**src/rtl/coherence_ctrl.sv**
```systemverilog
// coherence_ctrl
//   Memory-side coherence controller shared by two data caches. Arbitrates
//   the per-core word request streams onto one RAM port. Before a read miss
//   is serviced, the other cache is snooped. That cache may write back a
//   dirty block or invalidate its copy before the requester reads from RAM.
//   A block is two words, and daddr[2] selects the word within a block.
//
// Ports
//   CLK, RST            clock (rising edge), asynchronous active-high reset
//   dREN, dWEN          per-core word read / write requests
//   ccexcl              requester will write the block (other copies invalidated)
//   daddr, dstore       per-core word address and write data
//   snoophit/snoopdirty snooped cache holds ccsnoopaddr (clean / dirty)
//   dwait, dload        per-core word handshake and read data
//   ccwait              core is being snooped and must hold off its own requests
//   ccwrite, ccinv      snooped core must write back / invalidate its block
//   ccsnoopaddr         per-core snoop address
//   ramREN, ramWEN      RAM strobes
//   ramaddr, ramstore   RAM address and write data
//   ramload, ramwait    RAM read data and busy flag
//
// state | meaning
// IDLE  | arbitrate round-robin between requesting cores
// WB    | requester r writes its block to RAM (two words)
// SNOOP | one cycle: sample the snooped core s
// SWB   | snooped core s writes its dirty block to RAM, then RD
// INV   | one cycle: snooped core s drops its clean copy, then RD
// RD    | requester r reads its block from RAM (two words)
module coherence_ctrl #(
    parameter int ADDR_W = 32,
    parameter int DATA_W = 32
) (
    input  logic                   CLK,
    input  logic                   RST,
    input  logic [1:0]             dREN,
    input  logic [1:0]             dWEN,
    input  logic [1:0]             ccexcl,
    input  logic [1:0][ADDR_W-1:0] daddr,
    input  logic [1:0][DATA_W-1:0] dstore,
    input  logic [1:0]             snoophit,
    input  logic [1:0]             snoopdirty,
    output logic [1:0]             dwait,
    output logic [1:0][DATA_W-1:0] dload,
    output logic [1:0]             ccwait,
    output logic [1:0]             ccwrite,
    output logic [1:0]             ccinv,
    output logic [1:0][ADDR_W-1:0] ccsnoopaddr,
    output logic                   ramREN,
    output logic                   ramWEN,
    output logic [ADDR_W-1:0]      ramaddr,
    output logic [DATA_W-1:0]      ramstore,
    input  logic [DATA_W-1:0]      ramload,
    input  logic                   ramwait
);

    typedef enum logic [2:0] {IDLE, WB, SNOOP, SWB, INV, RD} state_t;

    state_t     state;
    logic       r;          // granted requester
    logic       s;          // the other (snooped) core
    logic       rr_last;    // last granted core
    logic       wc;         // word within the block
    logic       c;          // core currently driving the RAM port
    logic [1:0] cand;
    logic       gnt;
    logic       req_c;
    logic       done;

    assign s     = ~r;
    assign c     = (state == SWB) ? s : r;
    assign req_c = dREN[c] | dWEN[c];
    assign done  = (ramREN | ramWEN) & ~ramwait;

    // A core under snoop is not a candidate, even if it still asserts a request.
    assign cand = (dREN | dWEN) & ~ccwait;
    assign gnt  = (cand == 2'b11) ? ~rr_last : cand[1];

    always_ff @(posedge CLK or posedge RST) begin
        if (RST) begin
            state       <= IDLE;
            r           <= 1'b0;
            rr_last     <= 1'b1;
            wc          <= 1'b0;
            ccsnoopaddr <= '0;
        end else begin
            case (state)
                IDLE: begin
                    if (cand != 2'b00) begin
                        r       <= gnt;
                        rr_last <= gnt;
                        if (dWEN[gnt]) begin
                            state <= WB;
                        end else begin
                            state             <= SNOOP;
                            ccsnoopaddr[~gnt] <= daddr[gnt];
                        end
                    end
                end
                WB, RD: begin
                    if (!req_c) begin
                        // The requester withdrew, so the block is abandoned.
                        state <= IDLE;
                        wc    <= 1'b0;
                    end else if (done) begin
                        wc <= ~wc;
                        if (wc) state <= IDLE;
                    end
                end
                SNOOP: begin
                    if (snoopdirty[s])
                        state <= SWB;
                    else if (snoophit[s] && ccexcl[r])
                        state <= INV;
                    else
                        state <= RD;
                end
                SWB: begin
                    if (done) begin
                        wc <= ~wc;
                        if (wc) state <= RD;
                    end
                end
                INV:     state <= RD;
                default: state <= IDLE;
            endcase
        end
    end

    always_comb begin
        dwait    = 2'b11;
        dload    = '0;
        ccwait   = 2'b00;
        ccwrite  = 2'b00;
        ccinv    = 2'b00;
        ramREN   = 1'b0;
        ramWEN   = 1'b0;
        ramaddr  = '0;
        ramstore = '0;
        case (state)
            WB, RD, SWB: begin
                ramaddr  = daddr[c];
                ramstore = dstore[c];
                if (state == RD)
                    ramREN = dREN[c];
                else
                    ramWEN = dWEN[c];
                dwait[c] = ramwait;
                dload[c] = ramload;
                if (state == SWB) begin
                    ccwait[s]  = 1'b1;
                    ccwrite[s] = 1'b1;
                    ccinv[s]   = ccexcl[r];
                end
            end
            SNOOP: ccwait[s] = 1'b1;
            INV: begin
                ccwait[s] = 1'b1;
                ccinv[s]  = 1'b1;
            end
            default: ;
        endcase
    end

endmodule
```
**config.mk**
```make
export PLATFORM = sky130hd
export DESIGN_NAME = coherence_ctrl
export DESIGN_NICKNAME = d
export VERILOG_FILES = /design/src/rtl/coherence_ctrl.sv
export SDC_FILE = /design/constraint.sdc
export NUM_CORES = 1
export LEC_CHECK = 0
export CAP_MARGIN = 10
export CORE_AREA = 5 5 141 143
export DETAILED_ROUTE_END_ITERATION = 10
export DIE_AREA = 0 0 146 148
export PLACE_DENSITY = 0.67
export SYNTH_ARGS = -nofsm -noshare
export SYNTH_HDL_FRONTEND = slang
export SYNTH_SLANG_ARGS = --single-unit
```
**constraint.sdc**
```tcl
create_clock -name CLK -period 2.8 [get_ports CLK]
set_input_delay 0.28 -clock CLK [delete_from_list [all_inputs] [get_ports CLK]]
set_output_delay 0.28 -clock CLK [all_outputs]
set_load 0.1 [all_outputs]
```
==> results.md <==
- Synth top area cells: dfrtp_1 (39%), mux2i_1 (15%), mux2_4 (10%), mux2_2 (8.1%), nor2_1 (6.3%)
- Syn Inst Count: ~440
- Fill cells: between 1,500 and 2,000
- Multi-input gate area: roughly 3200 µm²
- CP Class: flip-flop to output pin
- Largest net degree at the start of global routing: just over 50
- Syn_area_per_cell: ~10 µm²
- Final #Nets: a little under 1,000
- Core area: between 15,000 and 20,000 µm²
- Delay-heaviest family, CP: flip-flops
- Worst setup path startpoint: state[1]
- Maxcap violations: 0
- Syn Nets: 610
- IO Port Bufs: between 300 and 400
- DP HPWL: 17,280 µm
- Die Footprint: roughly 22,000 µm²
- Skew-Pair Late Insertion Delay: 0.33 ns
- FF/Latch Area: about 1800 µm²
- Crit. End Element: output pin
- Total Wirelength: 20,960 µm
- Mapped Area: approximately 4500 µm²
- Post-synthesis adder-cell area fraction: 0.005596
- Clock Tree Buf Depth: 2
- Cell Rows: 50
- CP required: approximately 2.5 ns
- Final Max Tran Viols: 0
- Mean routed wirelength per cell: between 15 and 20 µm
- Post-synthesis cell type count: 36
- TritonCTS Buffers: 9
- Worst slew margin: 0.5758
- Worst-Margin Slew: between 0.6 and 0.7 ns
- Highest-delay cell along the critical path: dfrtp_1
- Synth top cells by count: nor2_1 (75), dfrtp_1 (69), mux2i_1 (67)
- Drt via density: ~4.5
- DRT Pass-1 Iters: 4
- Reg clk slew, reported paths: around 0.06 ns
- R2R cell count: 8
- Mux contribution to synthesized area: 0.3363
- Layout cells sized above 1: 0.5441
- Starting DRT DRC Count: between 100 and 150
- Post-synth top flop: dfrtp_1
- Yosys reg bits: 70
- Post-Synth XOR/XNOR Area: 0.001959
- Final Cycle Share: 0.9654
- CP startpoint kind: flip-flop
- Clock sink total: 70
- Setup violators final: 0
- Min-delay worst type: input pin to asynchronous set/reset pin
- Buffers plus inverters on the worst setup path: 2
- Residual DRC: 0
- Synth Area in Simple Gates: 0.1861
- Max FO, Critical Path: 23
- Top cell by count, worst path: buf_12
- Vias: around 4,800
- Arr. time, crit path: around 2.4 ns
- Worst Clk Skew: just under 0.009 ns
- Ys Warns: 0
- Total track usage: 0.1880
- Largest family of logic cells by synthesized area: multiplexers
- Maximum operating frequency: about 370 MHz
- CTS tree: done
- Most numerous cell in the Yosys netlist: nor2_1
- EDFF count, synth: 0
- Initial core utilization: 0.2423
- Asr flop ratio synth: 1.000
- Register area share after synthesis: 0.3920
- Vias in the first global route: around 5,100
- Final min period: ~2.7 ns
- Die Y: 148 µm
- Remaining global-route overflow: 0
- Antenna Cells: 0
- GP Congestion: roughly 0.82
- R2R setup slack: approximately 0.30 ns
- Die width: around 150 µm
- Worst reg2reg path endpoint: state[2]
- Synth Area in Compound Gates: 0.03917
- Synth top area share: 0.3861
- Area Overhead vs Synth: 139.2%
- Clock Tree Root: clkbuf_16
- Post-route ant nets: 0
- Crit path capture: ramstore[14]
- Status: finished clean
- Global-route wire length before repair: about 32,000 µm
- Ports: between 300 and 400
- Critical path cell sequence: and3_2 > ha_4 > buf_12 > mux2i_1 > nor2_4 > buf_12
- Most area-hungry cell type in the Yosys netlist: dfrtp_1
- Max stage delay on crit path: slightly below 0.5 ns
- Unrepaired setup endpoints after global routing: false
- Setup TNS: 0 ns
- H-tree Lvls: 3
- Initial antenna violation count: 0
- Reg-to-reg startpoint: state[1]
- Worst path depth: 6
- Final hold viol count: 0
## stage by stage
step	area [µm²]	util	hold WS, ns	cells	worst slack [ns]
floorplan	5081	-	0.4147	435	0.01341
global placement	10350	0.5607	0.4722	1030	0.2837
detailed placement	10350	0.5607	0.4828	1030	0.2631
CTS	10670	0.5783	0.3245	1049	0.02240
global route	10700	0.5796	0.3357	1050	0.01124
finish	10700	0.5796	0.3072	1050	0.09688
## layout by cell type, fill, tap and decap left out, drive strengths merged
| master | n |
|---|---|
| a21oi | 7 |
| a311o | 1 |
| a311oi | 1 |
| a31o | 1 |
| a31oi | 2 |
| and2 | 33 |
| and3 | 36 |
| buf | 227 |
| bufinv | 1 |
| clkbuf | 11 |
| clkdlybuf4s50 | 172 |
| clkinv | 2 |
| clkinvlp | 1 |
| dfrtp | 69 |
| dfstp | 1 |
| ha | 2 |
| inv | 5 |
| mux2 | 64 |
| mux2i | 67 |
| nand2 | 9 |
| nand2b | 1 |
| nand3 | 1 |
| nand3b | 1 |
| nand4b | 1 |
| nor2 | 75 |
| nor2b | 4 |
| nor3 | 4 |
| o211a | 2 |
| o21ai | 6 |
| o21bai | 2 |
| o22ai | 3 |
| o2bb2ai | 1 |
| or3 | 2 |
| xnor2 | 1 |
## sequential cells by signal (all words and copies together), names as in the netlist
register / flops
state: 3
wc: 1
r: 1
rr_last: 1
ccsnoopaddr: 64
## worst register-to-register path, cell delays in order (launching register included)
cell and delay (ns):
dfrtp_1 0.49, and3_2 0.31, ha_4 0.44, buf_4 0.18
mux2i_1 0.29, o22ai_1 0.17, o2bb2ai_1 0.21, a31oi_1 0.20
o22ai_1 0.08
## repair_timing
action,4_1_cts,5_1_grt
pin swaps,1,1
buffers inserted,3,1
setup endpoints to repair,48,54
gates resized for setup,0,5
hold buffers,0,0
## worst min path at each step
stage                                from               to  cells after the start
final                                 RST   ccsnoopaddr[1]                      2
after global routing                  RST   ccsnoopaddr[1]                      2
after CTS                             RST   ccsnoopaddr[1]                      2
after detailed placement  ccsnoopaddr[61]  ccsnoopaddr[61]                      1
after global placement    ccsnoopaddr[62]  ccsnoopaddr[62]                      1
after floorplan                 daddr[29]  ccsnoopaddr[61]                      1
## cell type report
cell class	count	area share
sequential	70	0.1639
clock inverter	5	0.005264
inverter	4	0.001404
multi-input combinational	327	0.2973
tap	234	0.02737
clock buffer	11	0.02269
timing repair buffer	399	0.4820
## kinds of logic after synthesis
kind of cell,count (synthesis)
adder cells (fa/ha/maj),2
AO/OA/AOI/OAI,26
flip-flops,70
AND/OR/NAND/NOR,167
multiplexers,131
XOR/XNOR,1
buffers and inverters,38
## per-layer routing
layer	vias to the layer above	part of all wire	track usage
li1	2266	-	-
met1	2232	0.38	0.2107
met2	230	0.52	0.3391
met3	22	0.081	0.06162
met4	0	0.025	0.05880
met5	-	0	0
Power is not shown: default switching activity piles up to over one toggle a cycle in this logic, so the estimate is an artifact.
